## config.mk

```make
export PLATFORM = sky130hd
export DESIGN_NAME = store_buffer
export DESIGN_NICKNAME = d
export VERILOG_FILES = /design/src/rtl/store_buffer.sv
export SDC_FILE = /design/constraint.sdc
export NUM_CORES = 1
export LEC_CHECK = 0
export CAP_MARGIN = 10
export CORE_MARGIN = 2
export CORE_UTILIZATION = 55
export DETAILED_ROUTE_END_ITERATION = 7
export DONT_BUFFER_PORTS = 1
export PLACE_DENSITY = 0.69
export SLEW_MARGIN = 20
export SYNTH_ARGS = -nofsm -noshare
export SYNTH_HDL_FRONTEND = slang
export SYNTH_SLANG_ARGS = --single-unit
```

## constraint.sdc

```tcl
create_clock -name cpu_clk_50M -period 7.18 [get_ports cpu_clk_50M]
set_input_delay 0.359 -clock cpu_clk_50M [delete_from_list [all_inputs] [get_ports cpu_clk_50M]]
set_output_delay 0.359 -clock cpu_clk_50M [all_outputs]
set_load 0.05 [all_outputs]
```

## src/rtl/store_buffer.sv

```systemverilog
// store_buffer
//   Queues committed SB/SH/SW stores in a DEPTH-entry FIFO, already
//   converted to the data-memory lane format (byte 0 of a word sits in
//   lane 3, so the enable/data layout is byte-reversed relative to the
//   register value). Drains the head to data memory over a req/ack
//   handshake, and flags loads that hit a word with a pending store.
//
// Ports
//   cpu_clk_50M, cpu_rst             clock, synchronous active-high reset
//   st_valid_i/aluop/addr/data       store offered by the memory stage
//   st_ready_o                       buffer not full (registered state only)
//   st_misalign_o                    offered store misaligned (comb)
//   ld_check_i, ld_addr_i            load probe
//   ld_hazard_o                      load hits a pending store (comb)
//   dm_req_o/addr/we/din, dm_ack_i   data-memory write port
//   empty_o, count_o                 occupancy

`ifndef ALUOP_BUS
`define ALUOP_BUS 7:0
`endif
`ifndef MINIMIPS32_SB
`define MINIMIPS32_SB 8'h98
`endif
`ifndef MINIMIPS32_SH
`define MINIMIPS32_SH 8'h99
`endif
`ifndef MINIMIPS32_SW
`define MINIMIPS32_SW 8'h9A
`endif

module store_buffer #(
  parameter int DEPTH = 4,
  parameter int PTR_W = 2
) (
  input  logic             cpu_clk_50M,
  input  logic             cpu_rst,
  input  logic             st_valid_i,
  input  logic [`ALUOP_BUS] st_aluop_i,
  input  logic [31:0]      st_addr_i,
  input  logic [31:0]      st_data_i,
  output logic             st_ready_o,
  output logic             st_misalign_o,
  input  logic             ld_check_i,
  input  logic [31:0]      ld_addr_i,
  output logic             ld_hazard_o,
  output logic             dm_req_o,
  output logic [31:0]      dm_addr_o,
  output logic [3:0]       dm_we_o,
  output logic [31:0]      dm_din_o,
  input  logic             dm_ack_i,
  output logic             empty_o,
  output logic [PTR_W:0]   count_o
);

  typedef enum logic {S_IDLE, S_BUSY} state_t;

  localparam logic [PTR_W:0] FULL_CNT = (PTR_W+1)'(DEPTH);

  // entry storage
  logic [DEPTH-1:0][29:0] r_addr;
  logic [DEPTH-1:0][3:0]  r_we;
  logic [DEPTH-1:0][31:0] r_din;
  logic [DEPTH-1:0]       r_vld;
  logic [PTR_W-1:0]       r_wp, r_rp;
  logic [PTR_W:0]         r_cnt;
  state_t                 r_state;

  logic        w_sb, w_sh, w_sw, w_misalign, w_push, w_pop, w_hit;
  logic [1:0]  w_k;
  logic [3:0]  w_we;
  logic [31:0] w_din;
  logic [7:0]  w_b0, w_b1, w_b2, w_b3;
  logic [PTR_W:0] w_cnt_nxt;
  logic        w_unused;

  assign w_sb = (st_aluop_i == `MINIMIPS32_SB);
  assign w_sh = (st_aluop_i == `MINIMIPS32_SH);
  assign w_sw = (st_aluop_i == `MINIMIPS32_SW);
  assign w_k  = st_addr_i[1:0];
  assign {w_b3, w_b2, w_b1, w_b0} = st_data_i;

  assign w_misalign    = (w_sh & w_k[0]) | (w_sw & (w_k != 2'b00));
  assign st_misalign_o = st_valid_i & w_misalign;

  // Lane layout: byte offset k lives in lane 3-k.
  always_comb begin
    w_we  = 4'b0000;
    w_din = {w_b0, w_b0, w_b0, w_b0};
    if (w_sw) begin
      w_we  = 4'b1111;
      w_din = {w_b0, w_b1, w_b2, w_b3};
    end else if (w_sh) begin
      w_we  = w_k[1] ? 4'b0011 : 4'b1100;
      w_din = {w_b0, w_b1, w_b0, w_b1};
    end else if (w_sb) begin
      w_we  = 4'b1000 >> w_k;
    end
  end

  assign st_ready_o = (r_cnt != FULL_CNT);
  assign w_push     = st_valid_i & st_ready_o & (w_sb | w_sh | w_sw) & ~w_misalign;
  assign w_pop      = (r_state == S_BUSY) & dm_ack_i;

  always_comb begin
    w_cnt_nxt = r_cnt;
    if (w_push && !w_pop)      w_cnt_nxt = r_cnt + 1'b1;
    else if (!w_push && w_pop) w_cnt_nxt = r_cnt - 1'b1;
  end

  // Pointers, valid bits and drain FSM. Push and pop never target the
  // same slot: a push needs count<DEPTH, a pop needs count>0.
  always_ff @(posedge cpu_clk_50M) begin
    if (cpu_rst) begin
      r_vld   <= '0;
      r_wp    <= '0;
      r_rp    <= '0;
      r_cnt   <= '0;
      r_state <= S_IDLE;
    end else begin
      if (w_pop) begin
        r_vld[r_rp] <= 1'b0;
        r_rp        <= r_rp + 1'b1;
      end
      if (w_push) begin
        r_vld[r_wp] <= 1'b1;
        r_wp        <= r_wp + 1'b1;
      end
      r_cnt <= w_cnt_nxt;
      case (r_state)
        S_IDLE:  if (w_push) r_state <= S_BUSY;
        S_BUSY:  if (w_cnt_nxt == '0) r_state <= S_IDLE;
        default: r_state <= S_IDLE;
      endcase
    end
  end

  // Payload needs no reset: it is only visible while its valid bit is set.
  always_ff @(posedge cpu_clk_50M) begin
    if (w_push) begin
      r_addr[r_wp] <= st_addr_i[31:2];
      r_we[r_wp]   <= w_we;
      r_din[r_wp]  <= w_din;
    end
  end

  // Entry being acked this cycle still counts; same-cycle push does not.
  always_comb begin
    w_hit = 1'b0;
    for (int i = 0; i < DEPTH; i++)
      if (r_vld[i] && (r_addr[i] == ld_addr_i[31:2])) w_hit = 1'b1;
  end
  assign ld_hazard_o = ld_check_i & w_hit;

  assign dm_req_o  = (r_state == S_BUSY);
  assign dm_addr_o = dm_req_o ? {r_addr[r_rp], 2'b00} : 32'h0;
  assign dm_we_o   = dm_req_o ? r_we[r_rp] : 4'h0;
  assign dm_din_o  = dm_req_o ? r_din[r_rp] : 32'h0;
  assign empty_o   = (r_cnt == '0);
  assign count_o   = r_cnt;

  assign w_unused = &{1'b0, ld_addr_i[1:0]};

endmodule

```

==> out/results.ini <==
[outcome]
status=finished clean

[setup_path]
r2r_end=r_din[73]
cp_data_required_time_ns=7.33
critical_path.max_stage_delay_ns=0.89
r2r_setup_slack_ns=3.77
r2r_cells=5
cp_cell_sequence=inv_1 -> ha_1 -> a21boi_0 -> o2111a_2 -> and2_4
crit_family=simple AND/OR/NAND/NOR gates
critical_path_peak_fanout=67
rr_startpoint=count_o[0]
worst_setup_path_start_kind=register
critical_path_class=register to register
critPathBufInv=1
crit_arrival_ns=3.56
slowest_stage=and2_4
end_kind=register

[yosys]
synthFlopType=edfxtp_1
synthDistinctLibCells=40
syn_area_sq_um=12800
seq_area_frac_synth_pct=64.0
yosysMostFrequentCell=edfxtp_1
syn_inst=792
ys_warn_count=0
synth.area.top_cells=edfxtp_1, mux4_2, xnor2_1
synth-seq-cells=276
synth_area_per_cell_sq_um=16.1
synth-async-reset-ratio_pct=0
synth.top_cell.area_share_pct=62.1
synth_edf_count=264
synth_area_leader_cell=edfxtp_1
synth_commonest_cells=edfxtp_1, xnor2_1, and2_1

[layout]
drive_gt1_share_pct=17.9
post-route-util_pct=63.0
stdcell_count=1124
final_nets=935
multi_input_area_sq_um=4320
seq_area_sq_um=8180
n_fill_cell=1649
syn2layout_area_growth_pct=12.1

[global_route]
grt_overflow=0
grt_start_max_net_pins=71
grt_pass1_wl_um=43100
grt_pass1_vias=7224
grt_use_total_pct=23.9
antenna_found_initial=2

[timing]
min_period_ns=3.41
setup-tns-final_ns=0
final-setup-viol-count=0
rsz0062_at_grt=false
slew_violations=0
holdWs_ns=0.0641
fin_skew_ns=0.00945
hold_violations=0
slew_headroom_pct=27.6
fmax_ghz=0.293
worst-slew-pin-transition_ns=1.09
post-route-period-util_pct=47.5

[power]
vdd_drop_max_mv=0.235
p_leak_nw=4.47
p_per_area_nw_per_um2=228
finalPower_mw=3.26

[clock_tree]
cts_sinks=276
cts_buffers=28
clock_latency_ns=0.54
post-cts-setup-buffers=0
cts_resized=0
cts_tree=yes
cts_max_level=1
cts-root-buf=clkbuf_16
holdBufCountCts=39
max-clock-path-buffers=3
clkTransAtPathRegs_ns=0.06

[placed_design]
gp_congestion=0.800
place_inst=1027
hpwlAfterDp_um=18700
io_buffer_count=0

[worst_hold_path]
holdPathStages=1
hold-path-endpoint=r_din[76]
hp-class=input pin to register
min-delay-start=st_data_i[4]

[die]
fp.dieW_um=156
coreArea_sq_um=22700
rows=55
ios=185
start_util_pct=56.2
dieHeight_um=156
die_area_sq_um=24400

[route]
vias_per_cell=6.11
drt_wl_total_um=29100
ant_nets=0
wl_per_cell_um=25.9
drt_iter0_markers=488
via_count=6865
dr.pass1.iters=5
drcViolationCount=0

[run]
maxCapViolations=0

area by class of cell:
class / instances / share of cell area (%)
multi-input cells: 453 / 30.2
inverters: 10 / 0.262
diodes: 2 / 0.0350
repair buffers: 46 / 3.68
clock inverters: 18 / 0.979
clock buffers: 34 / 5.20
well taps: 285 / 2.49
flip-flops and latches: 276 / 57.1
metal layers:
| layer | track usage, % | share of wire (%) | vias up |
|---|---|---|---|
| met5 | 0 | 0 | - |
| li1 | - | - | 3044 |
| met4 | 4.94 | 1.7 | 0 |
| met1 | 31.8 | 40 | 3516 |
| met3 | 6.76 | 8.6 | 42 |
| met2 | 39.9 | 50 | 263 |
report_power, final:
group	internal (mW)	total (mW)	leakage (nW)	switching (mW)
clock	0.808	1.39	0.439	0.587
combinational	0.0508	0.102	1.57	0.0516
sequential	1.76	1.76	2.46	0.000468
sequential cells by signal, indices dropped and copies added (netlist names):
signal / cells
count_o: 3
dm_req_o: 1
r_addr: 120
r_din: 128
r_rp: 2
r_vld: 4
r_we: 16
r_wp: 2
cells in the final DEF (no fill, tap or decap), types with 13 or more instances in the layout:
| master | instances |
|---|---|
| a21oi_1 | 19 |
| and2_1 | 69 |
| clkbuf_16 | 29 |
| dlygate4sd3_1 | 39 |
| edfxtp_1 | 264 |
| mux4_2 | 66 |
| nand2_1 | 13 |
| nand4_1 | 24 |
| nor2_1 | 31 |
| nor4_1 | 16 |
| xnor2_1 | 81 |
| xor2_1 | 45 |
per-stage QoR:
stage	instance area [sq um]	setup WS, ns
global route	14300	3.56
floorplan	12800	3.48
global placement	12900	3.84
finish	14300	3.77
detailed placement	12900	3.78
CTS	14200	3.62
worst reg2reg max path, cell delays in order, from the launching register on:
cell and delay [ns]:
dfxtp_1 0.72, inv_1 0.24, ha_1 0.29, a21boi_0 0.33, o2111a_2 0.47, and2_4 0.89
kinds of logic after synthesis:
logic type | Yosys count | share of synthesized area [%]
compound gates | 46 | 2.38
other cells | 1 | 0.0294
fa+ha+maj | 12 | 1.16
buf+inv | 64 | 2.23
xor+xnor | 126 | 8.65
flops | 276 | 64.0
simple gates | 183 | 8.08
mux | 84 | 13.5
worst max-delay path by stage:
stage | from | to | cells past startpoint
2_1_floorplan | count_o[0] | r_addr[0] | 6
3_5_place_dp | count_o[0] | r_din[9] | 5
6_report | count_o[0] | r_din[73] | 5
5_1_grt | count_o[0] | r_din[67] | 5
3_3_place_gp | count_o[0] | r_din[122] | 5
4_1_cts | r_rp[0] | dm_addr_o[17] | 3
Note: power is estimated with default switching activity, not from simulation.
